## config.mk

```make
export PLATFORM = sky130hd
export DESIGN_NAME = axil_regfile_slave
export DESIGN_NICKNAME = d
export VERILOG_FILES = /design/src/rtl/axil_regfile_slave.sv
export SDC_FILE = /design/constraint.sdc
export NUM_CORES = 1
export LEC_CHECK = 0
export ABC_CLOCK_PERIOD_IN_PS = 3000
export CAP_MARGIN = 5
export CORE_MARGIN = 10
export CORE_UTILIZATION = 55
export DETAILED_ROUTE_END_ITERATION = 7
export GPL_TIMING_DRIVEN = 0
export HOLD_SLACK_MARGIN = 0.15
export PLACE_DENSITY = 0.72
export SLEW_MARGIN = 20
export SYNTH_ARGS = -nofsm -noshare
export SYNTH_HDL_FRONTEND = slang
export SYNTH_SLANG_ARGS = --single-unit
export TNS_END_PERCENT = 30
```

## constraint.sdc

```tcl
create_clock -name ACLK -period 3 [get_ports ACLK]
set_input_delay 0.9 -clock ACLK [delete_from_list [all_inputs] [get_ports ACLK]]
set_output_delay 0.9 -clock ACLK [all_outputs]
set_load 0.005 [all_outputs]
```

## src/rtl/axil_regfile_slave.sv

```systemverilog
// axil_regfile_slave: parametrised AXI4-Lite register file with independent read and write paths.
// Define AXIL_REGFILE_DECERR_EN so that out-of-range accesses answer DECERR instead of OKAY.
module axil_regfile_slave #(
    parameter int                    ADDR_WIDTH = 32,
    parameter int                    DATA_WIDTH = 32,
    parameter int                    NUM_REGS   = 32,
    parameter logic [DATA_WIDTH-1:0] RESET_VAL  = '0
) (
    input  logic                    ACLK,
    input  logic                    ARESETN,
    input  logic [ADDR_WIDTH-1:0]   S_AWADDR,
    input  logic                    S_AWVALID,
    output logic                    S_AWREADY,
    input  logic [DATA_WIDTH-1:0]   S_WDATA,
    input  logic [DATA_WIDTH/8-1:0] S_WSTRB,
    input  logic                    S_WVALID,
    output logic                    S_WREADY,
    output logic [1:0]              S_BRESP,
    output logic                    S_BVALID,
    input  logic                    S_BREADY,
    input  logic [ADDR_WIDTH-1:0]   S_ARADDR,
    input  logic                    S_ARVALID,
    output logic                    S_ARREADY,
    output logic [DATA_WIDTH-1:0]   S_RDATA,
    output logic [1:0]              S_RRESP,
    output logic                    S_RVALID,
    input  logic                    S_RREADY
);

    localparam int STRB_W = DATA_WIDTH / 8;
    localparam int ALSB   = $clog2(STRB_W);
    localparam int IDX_W  = ADDR_WIDTH - ALSB;
    localparam int RIDX_W = (NUM_REGS > 1) ? $clog2(NUM_REGS) : 1;
    localparam logic [IDX_W:0] NUM_REGS_C = (IDX_W + 1)'(NUM_REGS);
`ifdef AXIL_REGFILE_DECERR_EN
    localparam logic [1:0] OOR_RESP = 2'b11;
`else
    localparam logic [1:0] OOR_RESP = 2'b00;
`endif

    // W_IDLE | nothing held; W_HAVE_AW / W_HAVE_W | one half held;
    // W_COMMIT | byte-lane write; W_RESP | BVALID until BREADY.  R_IDLE | ARREADY; R_DATA | RVALID.
    typedef enum logic [2:0] {W_IDLE, W_HAVE_AW, W_HAVE_W, W_COMMIT, W_RESP} w_state_t;
    typedef enum logic       {R_IDLE, R_DATA} r_state_t;

    w_state_t w_state, w_next;
    r_state_t r_state, r_next;

    logic [DATA_WIDTH-1:0] regs [NUM_REGS];

    logic                  awready_q, wready_q, arready_q;
    logic [RIDX_W-1:0]     aw_ridx_q;
    logic                  aw_ok_q;
    logic [DATA_WIDTH-1:0] wdata_q;
    logic [STRB_W-1:0]     wstrb_q;
    logic [DATA_WIDTH-1:0] rdata_q;
    logic [1:0]            rresp_q;

    logic [IDX_W-1:0] aw_idx, ar_idx;
    logic             aw_in_range, ar_in_range;
    logic             aw_hs, w_hs, ar_hs;
    logic             unused_addr_bits;

    assign aw_idx      = S_AWADDR[ADDR_WIDTH-1:ALSB];
    assign ar_idx      = S_ARADDR[ADDR_WIDTH-1:ALSB];
    assign aw_in_range = ({1'b0, aw_idx} < NUM_REGS_C);
    assign ar_in_range = ({1'b0, ar_idx} < NUM_REGS_C);
    assign unused_addr_bits = ^{S_AWADDR[ALSB-1:0], S_ARADDR[ALSB-1:0]};

    assign aw_hs = S_AWVALID & awready_q;
    assign w_hs  = S_WVALID & wready_q;
    assign ar_hs = S_ARVALID & arready_q;

    always_comb begin
        w_next = w_state;
        case (w_state)
            W_IDLE: begin
                if (aw_hs && w_hs) w_next = W_COMMIT;
                else if (aw_hs)    w_next = W_HAVE_AW;
                else if (w_hs)     w_next = W_HAVE_W;
            end
            W_HAVE_AW: if (w_hs) w_next = W_COMMIT;
            W_HAVE_W:  if (aw_hs) w_next = W_COMMIT;
            W_COMMIT:  w_next = W_RESP;
            W_RESP:    if (S_BREADY) w_next = W_IDLE;
            default:   w_next = W_IDLE;
        endcase
    end

    // Ready flags are derived from the next state so they are plain flops at the ports.
    always_ff @(posedge ACLK or negedge ARESETN) begin
        if (!ARESETN) begin
            w_state   <= W_IDLE;
            awready_q <= 1'b0;
            wready_q  <= 1'b0;
            aw_ridx_q <= '0;
            aw_ok_q   <= 1'b0;
            wdata_q   <= '0;
            wstrb_q   <= '0;
        end else begin
            w_state   <= w_next;
            awready_q <= (w_next == W_IDLE) || (w_next == W_HAVE_W);
            wready_q  <= (w_next == W_IDLE) || (w_next == W_HAVE_AW);
            if (aw_hs) begin
                aw_ridx_q <= aw_idx[RIDX_W-1:0];
                aw_ok_q   <= aw_in_range;
            end
            if (w_hs) begin
                wdata_q <= S_WDATA;
                wstrb_q <= S_WSTRB;
            end
        end
    end

    always_ff @(posedge ACLK or negedge ARESETN) begin
        if (!ARESETN) begin
            for (int i = 0; i < NUM_REGS; i++) regs[i] <= RESET_VAL;
        end else if (w_state == W_COMMIT && aw_ok_q) begin
            for (int b = 0; b < STRB_W; b++) begin
                if (wstrb_q[b]) regs[aw_ridx_q][8*b +: 8] <= wdata_q[8*b +: 8];
            end
        end
    end

    always_comb begin
        r_next = r_state;
        case (r_state)
            R_IDLE:  if (ar_hs) r_next = R_DATA;
            R_DATA:  if (S_RREADY) r_next = R_IDLE;
            default: r_next = R_IDLE;
        endcase
    end

    // Read data is captured at the AR handshake, so a same-cycle commit is not visible.
    always_ff @(posedge ACLK or negedge ARESETN) begin
        if (!ARESETN) begin
            r_state   <= R_IDLE;
            arready_q <= 1'b0;
            rdata_q   <= '0;
            rresp_q   <= 2'b00;
        end else begin
            r_state   <= r_next;
            arready_q <= (r_next == R_IDLE);
            if (ar_hs) begin
                rdata_q <= ar_in_range ? regs[ar_idx[RIDX_W-1:0]] : '0;
                rresp_q <= ar_in_range ? 2'b00 : OOR_RESP;
            end
        end
    end

    assign S_AWREADY = awready_q;
    assign S_WREADY  = wready_q;
    assign S_BVALID  = (w_state == W_RESP);
    assign S_BRESP   = (w_state == W_RESP && !aw_ok_q) ? OOR_RESP : 2'b00;
    assign S_ARREADY = arready_q;
    assign S_RVALID  = (r_state == R_DATA);
    assign S_RDATA   = rdata_q;
    assign S_RRESP   = rresp_q;

endmodule

```

# After elaboration in Yosys (flattened, before gate mapping)
# Cells that the tools add are included.
# totals
ff_bits	1105
wordCells	100
inputBits	107
# classes
eq_ne	6
n_bitwise	7
n_reduce_logical	7
n_lt_le_gt_ge	5
mux	33
# op_table
operator	count
$mux W1024	7
$bwmux W1024	4
$demux W32 S5	4
$bmux W32 S5	1
$mux W32	4
$lt A30 B6 Y1 const B	2
$mux W24	1
$mux W3	6
$mux W16	1
$pmux W3 S5	1
$ge A6 B6 Y1 const B	2
$not A5 Y6	2
$eq A3 B2 Y1 const B	3
$mux W8	1
$eq A3 B1 Y1 const B	2
$logic_not A3 Y1	2
$lt A6 B1 Y1 const B	1
$and A1 B1 Y1	3
$eq A3 B3 Y1 const B	1
$logic_and A1 B1 Y1	3
$logic_or A1 B1 Y1	2
$mux W1	2
$not A1 Y1	2
$pmux W1 S2	1

# Longest topological paths before layout
# Gate-level depths: netlist of run 1.
# depth
ltp_word	16
mapped_depth	7
depth_no_buf	4

# Worst setup path after synthesis of run 1
# OpenSTA, ideal clock, no wires.
# synth_path
path_type	input port to flip-flop
from	input port S_ARADDR[3]
to	register rdata_q[18], in the netlist S_RDATA[18]
setup_slack_ns	0.387
t_arrival_ns	2.473
n_path_buf	3
required_ns	2.859
setup_ns	0.141
stages	7
cell_sequence	buf_2 -> buf_2 -> clkbuf_1 -> mux4_2 -> mux4_2 -> nand4b_1 -> o311ai_1
# synth_via
elab_chain_len	5
elab_cells_between_ends	6
cone_classes	1 x order compare; 4 x mux; 1 x bitwise
# synth_rtl
item	line_no	rtl
from (decl)	21	input logic [ADDR_WIDTH-1:0] S_ARADDR,
parallel branches: the longest is 4 deep, another holds $lt A30 B6 Y1	-	
$mux W32 (*)	145	rdata_q <= ar_in_range ? regs[ar_idx[RIDX_W-1:0]] : '0;
to (signal assigned)	145	
to (decl)	56	logic [DATA_WIDTH-1:0] rdata_q;
# Every way passes the cells marked *. The select of a mux whose other input is x is not followed.
# A chain may end at the register's enable or synchronous reset.

# Worst setup path after layout of run 1
# layout_path
from	input port S_ARADDR[4]
to	register rdata_q[9], in the netlist S_RDATA[9]
# The elaborated chain is that of the path after synthesis.

==> flow_summary.ini, run 1 <==
[detailed_routing]
met2_length_mm = 71.32
wl_met3_mm = 13.38
vias = 30220
wirelength_mm = 149.1
drt_pass1_iterations = 8
vias_per_cell = 6.527
highest_layer = met5
met1Wirelength_mm = 57.02
route.detailed.drc = 4
drtIter0Drc = 3024
ant_nets = 0
drt-wirelength-per-cell_um = 32.20

[logic_synthesis]
synth.distinct_cells = 41
avgSynthCellArea_um2 = 15.98
synth_top_family_by_area = multiplexers
synth_flop_cell = dfrtp_1
seq_area_frac_synth_pct = 55.86
synth-seq-cells = 1105
synth-async-reset-ratio_pct = 100.0
synth_edf_count = 0
synthCells = 3098
yosys.area_share.simple_pct = 3.294
synth_fa_ha_area_share_pct = 0
synth-compound-area-share_pct = 1.474
yosys_warnings = 0
synthXorXnorAreaFrac_pct = 0
muxShareOfSynthArea_pct = 37.39
synth_area_um2 = 49500

[flow_run]
max_cap_viol_count = 0

[grt]
antenna_found_initial = 3
grt_pass1_wl_mm = 218.5
grt_overflow = 0
first_global_vias = 32510
grt_usage_pct = 29.06
grt_max_degree = 163

[timing]
tns_ps = -1084
finalSetupViolations = 29
rsz0062_at_grt = no
fin_crit_ps = 3114
setup_slack_ps = -113.8
max_slew.worst_pin.slew_ps = 1215
finalHoldViolCount = 0
slew_violations = 0
max_freq_mhz = 321.2
skew_ps = 33.77
fin_crit_sh_pct = 103.8
max_slew_margin_pct = 18.99

[worst_setup_path]
timing.rr.end = regs[236]
cp_max_fo = 10
path_class = input pin to flop
r2r-start = aw_ridx_q[1]
reg2reg_setup_slack_ps = -60
worstPathRequired_ps = 3530
startpoint_type = input pin
r2r_cells = 5
cp.arrival_ps = 3640
crit_path_end_kind = flop

[cells_and_area]
layout_common_cells = dfrtp_1, mux2_2, mux4_2, clkbuf_1, clkdlybuf4s50_1
area_growth_pct = 14.03
final_cells = 4630
design_area_um2 = 56440
fillers = 6378
layout.cells.most_common = dfrtp_1
drive_gt1_share_pct = 48.77
nets = 3470

[clocking]
cts_buffers = 118
cts_max_path_buffers = 3
cts_sinks = 1105
cts_root_buffer = clkbuf_16
htreeDepth = 3
insertion_delay_ps = 700
clk_pin_slew_ps = 60
postCtsSetupBuffers = 0
cts_tree = built
postCtsHoldBufs = 0

[die]
die_h_um = 320.0
core_um2 = 88780
io_pins = 148
die_w_um = 320.0
rows = 109
die_area_um2 = 102400
start_util_pct = 55.75

[placement]
finalWeightedCongestion = 0.9409
dp.cells = 4409
place.port_buffers = 135
place_area_um2 = 52560
dp_slack_ps = -1257
dp_hpwl_mm = 103.5

[power_and_ir_drop]
ir_drop_mv = 0.5523
powerDensity_nw_per_um2 = 615.8
totalPowerFinal_w = 0.03476
p_leak_nw = 27.25

[run_status]
outcome = finished, violations left
failed_checks = design-rule violations, negative setup slack

[hold_path]
hp-class = input pin to async pin
[critical path: stages]
cell	delay [ps]
clkbuf_1	560
buf_2	440
clkdlybuf4s15_1	800
mux4_2	420
o22ai_1	370
o311ai_1	130
[power by group]
group / switching [W] / internal, W
Combinational: 0.00331 / 0.00113
Clock: 0.00594 / 0.00839
Sequential: 0.000763 / 0.0152
Total: 0.0100 / 0.0247
[synth_stat cells, types with 2 or more instances]
cell,count,area share (%)
nand4_1,12,0.15
buf_6,3,0.068
mux2i_1,3,0.061
buf_1,15,0.11
mux2_2,1067,24
nand4b_1,20,0.35
a22oi_1,2,0.030
nor3_1,2,0.020
and3_1,5,0.063
nand2_2,48,0.61
and2_1,4,0.051
inv_1,2,0.015
clkbuf_1,149,1.1
nand2_1,121,0.92
a211oi_1,30,0.46
buf_2,37,0.37
buf_4,17,0.26
o311ai_1,30,0.53
nor4_1,10,0.13
nand3_1,6,0.061
o22ai_1,30,0.38
nand3b_1,4,0.061
dfrtp_1,1105,56
or2_2,2,0.025
nor2b_1,31,0.39
or3b_2,3,0.053
nor2_1,38,0.29
nand2b_1,3,0.038
mux4_2,287,13
[through the flow]
stage	utilization, %	hold WS [ps]
after global routing	63.56	227.5
after floorplan	-	441.3
after global placement	58.93	478.7
final	63.57	190.2
after detailed placement	59.20	486.9
after CTS	63.54	191.4
[what timing repair did]
action / in CTS / in global routing
setup endpoints to repair: 25 / 95
gates resized for setup: 9 / 8
endpoints found under the hold margin: 0 / 0
[registers in the layout, summed over array words and instances, names as in the netlist, 3 cells and up]
register,flops
regs,1024
S_RDATA,32
wdata_q,32
aw_ridx_q,5
wstrb_q,4
w_state,3
[cell type report]
class	instances	area (um^2)	area share [%]
clock buffers	177	3477	6.160
plain buffers	220	1007	1.784
diodes	4	10.01	0.01773
repair buffers	143	1577	2.793
inverters	3	11.26	0.01995
clock inverters	41	357.8	0.6340
flip-flops and latches	1105	27650	48.99
well taps	1165	1458	2.582
multi-input cells	1772	20900	37.02
[worst max-delay path by stage]
stage / start / to / slack, ps / cells after the start
finish: S_ARADDR[4] / S_RDATA[9] / -110 / 6
global route: S_ARADDR[4] / S_RDATA[20] / 10 / 6
CTS: S_ARADDR[6] / S_RDATA[26] / 60 / 6
detailed placement: S_ARADDR[6] / S_RDATA[4] / -1260 / 6
global placement: ARESETN / regs[1001] / -44740 / 1
floorplan: S_ARADDR[3] / S_RDATA[18] / 390 / 7
[per-layer routing]
metal	up-vias	track usage, %
met5	-	0
met4	6	12.91
met3	404	8.689
met2	1351	47.00
met1	16290	36.03
li1	12170	-
[cell families after synthesis]
kind of cell	after synthesis
DFF	1105
buffers and inverters	224
AOI/OAI and AO/OA	97
other	1
muxes	1357
and+or+nand+nor	314
(Power assumes the default switching activity.)
==> run 2, diff against run 1 <==
--- a/config.mk
+++ b/config.mk
@@ -12,7 +12,7 @@
 export DETAILED_ROUTE_END_ITERATION = 7
 export GPL_TIMING_DRIVEN = 0
 export HOLD_SLACK_MARGIN = 0.15
-export PLACE_DENSITY = 0.72
+export PLACE_DENSITY = 0.68
 export SLEW_MARGIN = 20
 export SYNTH_ARGS = -nofsm -noshare
 export SYNTH_HDL_FRONTEND = slang
==> run 2 against run 1 <==
Maximum frequency is 0.78% lower; first-iteration DRC count shrank 3.8%; total power up 0.92%; largest cell class unchanged; routed wire length up 1.9%; via count is 0.98% higher; the run ends with negative setup slack left; critical endpoint is now regs[268]; non-clock buffer count stayed put; core utilization about the same; register-to-register slack worse by 80 ps; sequential power about the same; largest power group unchanged; highest routed layer is now met4.
==> flow_summary.ini, run 2 (synthesis gave the netlist of run 1 again) <==
[die]
die_area_um2 = 102400
io_pins = 148
start_util_pct = 55.75
core_um2 = 88780
rows = 109
die_h_um = 320.0
die_w_um = 320.0

[clocking]
cts_root_buffer = clkbuf_16
postCtsSetupBuffers = 0
cts_tree = built
cts_max_path_buffers = 3
cts_resized = 11
cts_sinks = 1105
htreeDepth = 3
postCtsHoldBufs = 0
insertion_delay_ps = 730
cts_buffers = 115
clk_pin_slew_ps = 60

[worst_setup_path]
cpPeakStageDelay_ps = 900
timing.rr.end = regs[268]
crit_path_end_kind = flop
crit_buf_inv = 0
crit_chain = nand3b_1 -> nor2_1 -> nand2_1 -> mux2_2
r2r_cells = 4
r2r-start = aw_ridx_q[3]
path_class = flop to flop
crit_family = simple AND/OR/NAND/NOR gates
reg2reg_setup_slack_ps = -140
critPathSlowestCell = nor2_1
cp.arrival_ps = 3730
cp_max_fo = 9
worstPathRequired_ps = 3590
startpoint_type = flop

[grt]
first_global_vias = 32360
grt_max_degree = 156
grt_usage_pct = 29.64
antenna_found_initial = 2
grt_pass1_wl_mm = 221.6
grt_overflow = 0

[cells_and_area]
layout.cells.most_common = dfrtp_1
largest-register = regs
layout_common_cells = dfrtp_1, mux2_2, mux4_2, clkbuf_1, clkdlybuf4s50_1
fillers = 6380
largest_reg_flops = 1024
drive_gt1_share_pct = 48.77
diodes = 0
area_growth_pct = 14.07
nets = 3467

[placement]
dp_slack_ps = -1386
finalWeightedCongestion = 0.9081
dp_hpwl_mm = 104.9
place.port_buffers = 135

[detailed_routing]
drt_pass1_iterations = 6
ant_nets = 0
vias_per_cell = 6.611
drtIter0Drc = 2909
route.detailed.drc = 0
wirelength_mm = 152.0
drt-wirelength-per-cell_um = 32.92
vias = 30520

[flow_run]
max_cap_viol_count = 0

[power_and_ir_drop]
powerDensity_nw_per_um2 = 621.3
ir_drop_mv = 0.4659
p_leak_nw = 27.23

[timing]
fin_crit_sh_pct = 104.6
tns_ps = -1137
finalSetupViolations = 12
skew_ps = 27.78
slew_violations = 0
rsz0062_at_grt = no
max_freq_mhz = 318.6
finalHoldViolCount = 0
max_slew.worst_pin.slew_ps = 1249
setup_slack_ps = -138.4
max_slew_margin_pct = 16.71
fin_crit_ps = 3138

[run_status]
outcome = finished, violations left
failed_checks = negative setup slack

[hold_path]
hp-class = input pin to async pin
run 2: changes by cell type in the layout (fill, tap and decap cells not counted), sizes merged, moves of 4 or more:
cell    change
diode       -4
clkbuf      +5
bufinv      +5
clkinv     -19
run 2: worst register-to-register path, cell delays in order, from the launching register on:
cell	delay, ps
dfrtp_1	530
nand3b_1	360
nor2_1	900
nand2_1	730
mux2_2	500
run 2: area by class of cell:
cell class / instances / area (um^2) / share of cell area (%)
flip-flops and latches: 1105 / 27650 / 48.98
multi-input cells: 1772 / 20920 / 37.06
clock buffers: 182 / 3432 / 6.079
repair buffers: 142 / 1562 / 2.766
well taps: 1165 / 1458 / 2.582
plain buffers: 221 / 1007 / 1.784
clock inverters: 26 / 416.7 / 0.7380
inverters: 3 / 11.26 / 0.01994
run 2: report_power, final:
group	total [W]	internal (W)	switching [W]
Clock	0.0146	0.00865	0.00596
Sequential	0.0160	0.0152	0.000739
Combinational	0.00450	0.00114	0.00337
run 2: through the flow:
| step | cells | hold slack [ps] | utilization, % | instance area, um^2 | total power [W] |
|---|---|---|---|---|---|
| detailed placement | 4408 | 487.1 | 59.19 | 52550 | 0.02061 |
| floorplan | 3101 | 441.3 | - | 49510 | 0.01822 |
| CTS | 4616 | 176.1 | 63.55 | 56430 | 0.03509 |
| finish | 4616 | 151.5 | 63.59 | 56460 | 0.03508 |
| global route | 4616 | 186.7 | 63.59 | 56460 | 0.03623 |
| global placement | 4401 | 480.4 | 58.93 | 52320 | 0.02026 |
run 2: worst max-delay path by stage:
stage,cells after the start,endpoint,start
global placement,1,regs[779],ARESETN
detailed placement,6,S_RDATA[29],S_ARADDR[6]
CTS,6,S_RDATA[6],S_ARADDR[4]
global route,6,S_RDATA[26],S_ARADDR[6]
floorplan,7,S_RDATA[18],S_ARADDR[3]
finish,4,regs[268],aw_ridx_q[3]
run 2: layer usage:
layer,vias up,GRT usage [%],share of wire (%)
met5,-,0,0
met4,0,12.45,4.8
li1,12190,-,-
met3,404,7.799,8.1
met2,1314,47.88,48
met1,16610,37.78,39
